### src/rtl/prng_arbiter.sv
// prng_arbiter
// Round-robin arbiter that shares one 4-bit nibble PRNG between NREQ
// requesters. It builds WORD_W-bit words from consecutive PRNG nibbles, with
// the first nibble in the LSBs. Each finished word goes to the granted
// requester as a one-cycle, one-hot word_vld pulse. A watchdog recovers a
// stalled PRNG by pulsing its reset.
//
// Optional build macro: PRNG_STUCK_DET_EN
//   When defined, the block adds a sticky stuck_err output and a history
//   register holding the last delivered word. A word that repeats the
//   previous word, or is all-0 or all-1, sets stuck_err and resets the PRNG.
//
// Ports:
//   clk          clock, rising edge
//   res          asynchronous active-high reset
//   req          per-requester request levels
//   word_out     assembled word, meaningful while word_vld != 0
//   word_vld     one-hot delivery pulse to the grantee
//   busy         high whenever the FSM is not idle
//   timeout_err  sticky watchdog flag
//   stuck_err    sticky stuck-PRNG flag (PRNG_STUCK_DET_EN only)
//   prng_ena     PRNG enable
//   prng_res     PRNG synchronous reset (registered, high out of reset)
//   prng_dout    PRNG nibble
//   prng_done    PRNG done level
module prng_arbiter #(
  parameter int NREQ    = 4,
  parameter int WORD_W  = 16,
  parameter int TIMEOUT = 64
) (
  input  logic              clk,
  input  logic              res,
  input  logic [NREQ-1:0]   req,
  output logic [WORD_W-1:0] word_out,
  output logic [NREQ-1:0]   word_vld,
  output logic              busy,
  output logic              timeout_err,
`ifdef PRNG_STUCK_DET_EN
  output logic              stuck_err,
`endif
  output logic              prng_ena,
  output logic              prng_res,
  input  logic [3:0]        prng_dout,
  input  logic              prng_done
);

  localparam int NIB = WORD_W / 4;
  localparam int PW  = (NREQ > 1) ? $clog2(NREQ) : 1;
  localparam int CW  = (NIB > 1) ? $clog2(NIB) : 1;
  localparam int TW  = $clog2(TIMEOUT + 1);

  typedef enum logic [1:0] {
    IDLE,
    COLLECT,
    DELIVER
  } state_t;

  state_t            state_q, state_d;
  logic [PW-1:0]     ptr_q, ptr_d;
  logic [PW-1:0]     grant_q, grant_d;
  logic [CW-1:0]     nib_cnt_q, nib_cnt_d;
  logic [WORD_W-1:0] word_q, word_d;
  logic [TW-1:0]     wdog_q, wdog_d;
  logic              done_q, done_d;
  logic              timeout_err_q, timeout_err_d;
  logic              prng_res_q, prng_res_d;
`ifdef PRNG_STUCK_DET_EN
  logic              stuck_err_q, stuck_err_d;
  logic [WORD_W-1:0] last_word_q, last_word_d;
`endif

  logic              capture;
  logic              wdog_fire;
  logic              arb_found;
  logic [PW-1:0]     arb_idx;

  // Round-robin search: first requester after the pointer, wrapping around.
  always_comb begin
    arb_found = 1'b0;
    arb_idx   = ptr_q;
    for (int i = 1; i <= NREQ; i++) begin
      if (!arb_found && req[PW'((int'(ptr_q) + i) % NREQ)]) begin
        arb_found = 1'b1;
        arb_idx   = PW'((int'(ptr_q) + i) % NREQ);
      end
    end
  end

  // Only a fresh rising edge of done counts, so a level left high after
  // delivery cannot be taken as a new nibble. A capture beats the watchdog
  // when both happen in the same cycle.
  assign capture   = (state_q == COLLECT) && prng_done && !done_q;
  assign wdog_fire = (state_q == COLLECT) && !capture &&
                     (wdog_q == TW'(TIMEOUT - 1));

  always_comb begin
    state_d       = state_q;
    ptr_d         = ptr_q;
    grant_d       = grant_q;
    nib_cnt_d     = nib_cnt_q;
    word_d        = word_q;
    wdog_d        = wdog_q;
    done_d        = prng_done;
    timeout_err_d = timeout_err_q;
    prng_res_d    = 1'b0;
`ifdef PRNG_STUCK_DET_EN
    stuck_err_d   = stuck_err_q;
    last_word_d   = last_word_q;
`endif
    case (state_q)
      IDLE: begin
        if (arb_found) begin
          grant_d   = arb_idx;
          ptr_d     = arb_idx;
          nib_cnt_d = '0;
          wdog_d    = '0;
          state_d   = COLLECT;
        end
      end
      COLLECT: begin
        if (capture) begin
          word_d[int'(nib_cnt_q) * 4 +: 4] = prng_dout;
          wdog_d = '0;
          if (nib_cnt_q == CW'(NIB - 1)) begin
            state_d = DELIVER;
          end else begin
            nib_cnt_d = nib_cnt_q + CW'(1);
          end
        end else if (wdog_fire) begin
          // Put the pointer one behind the grantee so it wins again next time.
          timeout_err_d = 1'b1;
          prng_res_d    = 1'b1;
          word_d        = '0;
          nib_cnt_d     = '0;
          ptr_d         = (grant_q == '0) ? PW'(NREQ - 1) : grant_q - PW'(1);
          state_d       = IDLE;
        end else begin
          wdog_d = wdog_q + TW'(1);
        end
      end
      DELIVER: begin
        nib_cnt_d = '0;
        state_d   = IDLE;
`ifdef PRNG_STUCK_DET_EN
        last_word_d = word_q;
        if ((word_q == last_word_q) || (word_q == '0) || (word_q == '1)) begin
          stuck_err_d = 1'b1;
          prng_res_d  = 1'b1;
        end
`endif
      end
      default: state_d = IDLE;
    endcase
  end

  always_ff @(posedge clk or posedge res) begin
    if (res) begin
      state_q       <= IDLE;
      ptr_q         <= PW'(NREQ - 1);
      grant_q       <= '0;
      nib_cnt_q     <= '0;
      word_q        <= '0;
      wdog_q        <= '0;
      done_q        <= 1'b0;
      timeout_err_q <= 1'b0;
      prng_res_q    <= 1'b1;
`ifdef PRNG_STUCK_DET_EN
      stuck_err_q   <= 1'b0;
      last_word_q   <= '0;
`endif
    end else begin
      state_q       <= state_d;
      ptr_q         <= ptr_d;
      grant_q       <= grant_d;
      nib_cnt_q     <= nib_cnt_d;
      word_q        <= word_d;
      wdog_q        <= wdog_d;
      done_q        <= done_d;
      timeout_err_q <= timeout_err_d;
      prng_res_q    <= prng_res_d;
`ifdef PRNG_STUCK_DET_EN
      stuck_err_q   <= stuck_err_d;
      last_word_q   <= last_word_d;
`endif
    end
  end

  assign word_out    = word_q;
  assign word_vld    = (state_q == DELIVER) ? (NREQ'(1) << grant_q) : '0;
  assign busy        = (state_q != IDLE);
  assign timeout_err = timeout_err_q;
  assign prng_ena    = (state_q == COLLECT) && !wdog_fire;
  assign prng_res    = prng_res_q;
`ifdef PRNG_STUCK_DET_EN
  assign stuck_err   = stuck_err_q;
`endif

endmodule

### config.mk
export PLATFORM = sky130hd
export DESIGN_NAME = prng_arbiter
export DESIGN_NICKNAME = d
export VERILOG_FILES = /design/src/rtl/prng_arbiter.sv
export SDC_FILE = /design/constraint.sdc
export NUM_CORES = 1
export LEC_CHECK = 0
export CORE_MARGIN = 5
export CORE_UTILIZATION = 55
export CTS_BUF_LIST = sky130_fd_sc_hd__clkbuf_4 sky130_fd_sc_hd__clkbuf_8 sky130_fd_sc_hd__clkbuf_16
export DETAILED_ROUTE_END_ITERATION = 7
export PLACE_DENSITY = 0.84
export SETUP_SLACK_MARGIN = 0.2
export SLEW_MARGIN = 20
export SYNTH_ARGS = -nofsm -noshare
export SYNTH_HDL_FRONTEND = slang
export SYNTH_SLANG_ARGS = --single-unit
### constraint.sdc
create_clock -name clk -period 2.7 [get_ports clk]
set_input_delay 0.27 -clock clk [delete_from_list [all_inputs] [get_ports clk]]
set_output_delay 0.27 -clock clk [all_outputs]
set_load 0.01 [all_outputs]
Word level (Yosys, flattened, before mapping):

Cells that the tools add are included.

* shifts and indexed selects: 3
* add/sub/neg operators: 8
* equal/unequal tests: 11
* reduce and logical (&&, ||, !) cells: 27
* bitwise operators: 1
* $lt $le $gt $ge: 4
* mux-type cells: 45

Operators by type and width (count)
* negator 4 -> 33 bit: 1
* variable shift 4 x 33 -> 16 bit (first input constant): 1
* variable part select 4 x 33 -> 16 bit: 1
* two-way mux 16 bit: 2
* two-way mux 2 bit: 15
* two-way mux 7 bit: 3
* bitwise mux 16 bit: 1
* less-than comparator 2 x 4 -> 1 bit (second input constant): 4
* two-way mux 1 bit: 15
* case mux 7 bit (2 select lines): 1
* != test 3 bit (second input constant): 4
* AND reduction 3 bit: 3
* binary-select mux 1 bit (select 2 bit): 4
* logical AND 1 bit: 8
* case mux 2 bit (2 select lines): 2
* AND reduction 4 bit: 2
* adder 7 x 1 -> 7 bit (second input constant): 1
* equality test 7 x 6 -> 1 bit (second input constant): 1
* adder 2 x 1 -> 2 bit (second input constant): 3
* logical NOT 1 bit: 6
* != test 2 bit (second input constant): 3
* case mux 2 bit (3 select lines): 1
* nonzero test 2 bit: 3
* adder 2 bit (second input constant): 2
* other kinds (9): 12

* output and inout bits: 24
* bits in registers: 34

Logic depth before layout (Yosys ltp):

* word-level depth: 16
* mapped depth: 6

Worst setup path before layout:

Ideal clock, no wire load.

* kind: reg-to-reg
* start: reg wdog_q[0]
* end: reg ptr_q[0]
* required time: 2.618 ns
* path slack: 0.905 ns
* stages on the path, launching flop included: 7
* data arrival time: 1.713 ns
* clock period less this slack: 1.795 ns
* cells stage by stage: dfrtp_1 > ha_1 > nand4_1 > or4_4 > clkinv_4 > a21oi_4 > mux2_4

* word-level cells in the longest chain between the ends: 4

Ends and longest elaborated chain
* from (decl): RTL line 63 `logic [TW-1:0] wdog_q, wdog_d;`
* from (signal assigned): RTL line 177 `wdog_q <= wdog_d;`
* equality test 7 x 6 -> 1 bit: RTL line 94 `(wdog_q == TW'(TIMEOUT - 1));`
* logical AND 1 bit: RTL line 93 `assign wdog_fire = (state_q == COLLECT) && !capture &&`
* != test 2 bit (no source line)
* AND reduction 4 bit (no source line)
* to (signal assigned): RTL line 159 `ptr_q <= PW'(NREQ - 1);`
* to (signal assigned): RTL line 173 `ptr_q <= ptr_d;`
* to (decl): RTL line 59 `logic [PW-1:0] ptr_q, ptr_d;`

No other way between the ends.
A chain may end at the register's enable or synchronous reset.

Worst setup path in the final report:

* start: reg wdog_q[1]
* end: out prng_ena

* word-level cells in the longest chain between the ends: 4

Ends and longest elaborated chain
* equality test 7 x 6 -> 1 bit: RTL line 94
* logical AND 1 bit: RTL line 93
* logical NOT 1 bit: RTL line 192 `assign prng_ena = (state_q == COLLECT) && !wdog_fire;`
* logical AND 1 bit: RTL line 192
* to (decl): RTL line 41 `output logic prng_ena,`

No other way between the ends.

==> metrics <==
outcome completed; total DRC errors in the routed layout 0; FMAX 427 MHz; WP data arrival 2.07 ns; worst relative slew slack 64.2%; number of setup violations in the final report 0; boundary pin count 35; worst vdd ir 0.000549 V; dominant synthesized flop cell sky130_fd_sc_hd__dfrtp_1; clock slew at reported path FFs 0.11 ns; fin. max-slew vios 0; category of the worst setup path capture point output port; GRT Util Overall 20.6%; fraction of layout cells with a size suffix above 1 14.0%; Power Dens Cells 839 nW/µm²; antenna diode count 0; unrepaired setup endpoints after global routing no; capture point of the worst reg-to-reg path wdog_q[2]$_DFFE_PP0P_; register area 855 µm²; Post-synth EDFFs 0; top post-synthesis cells by count 31 x sky130_fd_sc_hd__dfrtp_1, 14 x sky130_fd_sc_hd__a22o_1, 10 x sky130_fd_sc_hd__o21ai_0, 9 x sky130_fd_sc_hd__ha_1, 9 x sky130_fd_sc_hd__nor2_1; total overflow reported by the global router 0; synth top area cells sky130_fd_sc_hd__dfrtp_1 43%, sky130_fd_sc_hd__a22o_1 6.8%, sky130_fd_sc_hd__ha_1 6.3%; Clock Sinks 34; number of filler cells placed in the layout 242; total area of multi-input combinational cells 893 µm²; share of the yosys chip area belonging to registers 47.5%; area growth from synthesis to final layout 27.7%; number of buffers added to fix hold violations after cts 0; top cell type by total area after synthesis sky130_fd_sc_hd__dfrtp_1; time the final worst path needs with I/O delays and setup 2.34 ns; Worst Hold Class input port to asynchronous set/reset pin; die height 67.2 µm; TritonCTS clock tree yes; syn_area_per_cell 10.8 µm²; count of max-cap constraint violations 0; count of input and output buffers 34; via count of the first global-routing pass 1,509; synthesized netlist cell count 167; area of the mapped netlist 1800 µm²; clock root buffer sky130_fd_sc_hd__clkbuf_4; largest net degree at the start of global routing 35; share of Yosys cell area claimed by the top area cell type 43.1%; wire length after detailed routing 4.16 mm; clock latency on the worst-skew pair 0.34 ns; core area 3100 µm²; Final TNS setup 0 ns; Vias/cell 5.70; Worst Reg-to-Reg Cells 6; data required time at the worst endpoint 2.43 ns; Longest Clk Path Bufs 2; number of buffers created by CTS 5; most common cell in the netlist sky130_fd_sc_hd__dfrtp_1; DR WL/cell 16.1 µm; Post-synth ARST share 100%; FF+latch count, synth 34; Post-Synthesis Net Count 187; synth unique cells 45; CP Class flop to output port; worst clock skew 0.00966 ns; H-tree level count 2; start of the worst register-to-register path wdog_q[1]$_DFFE_PP0P_; DRC violation total after the first TritonRoute iteration 124; category of the worst setup path launch point flop; Die Wd 67.2 µm; share of the clock period used by the worst path 86.7%; Die Area 4520 µm²; last weighted congestion value of the routability-driven placer 0.876; Placed Cells incl. Taps 246; via count 1,471; Slew @ Worst Pin 0.532 ns; hpwl dp 3.04 mm; effective utilization at floorplan 58.0%; first drt pass iteration count 4; first-pass GRT wire length 6.93 mm; Final Hold Vio Count 0; setup slack of the most critical reg-to-reg path 0.77 ns; LEAKAGE 0.996 nW; nets@finish 233; count of warnings emitted by yosys 0; Finished Layout Cells 258; DRT antenna net count 0; number of core rows 20; antenna violations before repair 0; core utilization of the finished layout 74.0%; Worst Path Max Fanout 8
final cells by class:
cell class	instances	share of cell area (%)
Tap cell	44	2.40
Inverter	9	1.69
Clock inverter	2	0.545
Clock buffer	6	2.23
Sequential cell	34	37.2
Multi-Input combinational cell	122	38.9
Timing Repair Buffer	41	17.0
layer usage:
metal  wire length [µm]  global-route usage, %  vias up
li1                   -                      -      706
met2               2020                   34.5       57
met1               1800                   25.1      700
met3                264                   6.49        8
met5                  0                      0        -
met4                 75                   6.58        0
kinds of logic (layout without fill, tap and decap cells):
kind of cell	Yosys count	after routing	synth area share [%]
mux	3	3	2.23
simple gates	58	58	19.5
buf+inv	11	58	3.06
compound gates	52	52	21.4
flops	34	34	47.5
fa+ha+maj	9	9	6.26
flip-flops by register name, summed over array words and instances (netlist names):
name	cells
ptr_q	2
done_q	1
nib_cnt_q	2
prng_res	1
word_out	16
wdog_q	7
grant_q	2
timeout_err	1
state_q	2
what timing repair did:
item,in CTS,in global routing
buffers inserted,4,0
setup endpoints to repair,1,0
resized for setup,3,0
worst max-delay path by stage:
stage | slack [ns] | start | depth (start not counted) | endpoint
final | 0.36 | wdog_q[1]$_DFFE_PP0P_ | 6 | prng_ena
after global routing | 0.27 | wdog_q[1]$_DFFE_PP0P_ | 6 | prng_ena
after global placement | 0.25 | prng_done | 6 | prng_ena
after detailed placement | 0.17 | prng_done | 6 | prng_ena
after floorplan | 0.90 | wdog_q[0]$_DFFE_PP0P_ | 6 | ptr_q[0]$_DFFE_PP1P_
after CTS | 0.37 | wdog_q[1]$_DFFE_PP0P_ | 6 | prng_ena
placed cells by master (no fill, tap or decap), types with 7 or more instances in the layout:
master / count
sky130_fd_sc_hd__clkdlybuf4s50_1: 33
sky130_fd_sc_hd__buf_4: 7
sky130_fd_sc_hd__inv_1: 8
sky130_fd_sc_hd__a22o_1: 14
sky130_fd_sc_hd__dfrtp_1: 31
sky130_fd_sc_hd__o21ai_0: 10
sky130_fd_sc_hd__ha_1: 8
sky130_fd_sc_hd__nor2_1: 9
sky130_fd_sc_hd__nand2b_1: 8
worst max-delay path, cell delays in order, from the launching register on:
cell and delay, ns:
sky130_fd_sc_hd__dfrtp_1 0.40, sky130_fd_sc_hd__ha_2 0.21, sky130_fd_sc_hd__nand4_1 0.12, sky130_fd_sc_hd__or4_4 0.57, sky130_fd_sc_hd__clkinv_4 0.11, sky130_fd_sc_hd__nor2_1 0.05, sky130_fd_sc_hd__dlygate4sd2_1 0.28
stage by stage:
stage          setup WS [ns]  cell area (µm²)  hold WS [ns]  total power (W)
2_1_floorplan          0.905             1800         0.301          0.00129
3_3_place_gp           0.251             2200         0.481          0.00159
3_5_place_dp           0.173             2200         0.472          0.00162
4_1_cts                0.373             2300         0.324          0.00193
5_1_grt                0.265             2300         0.374          0.00207
6_report               0.359             2300         0.314          0.00193
power breakdown:
| group | switching [W] | internal (W) |
|---|---|---|
| Clock | 0.000173 | 0.000125 |
| Combinational | 0.000376 | 0.000449 |
| Sequential | 0.000136 | 0.000670 |
Note: power is estimated with default switching activity, not from simulation.
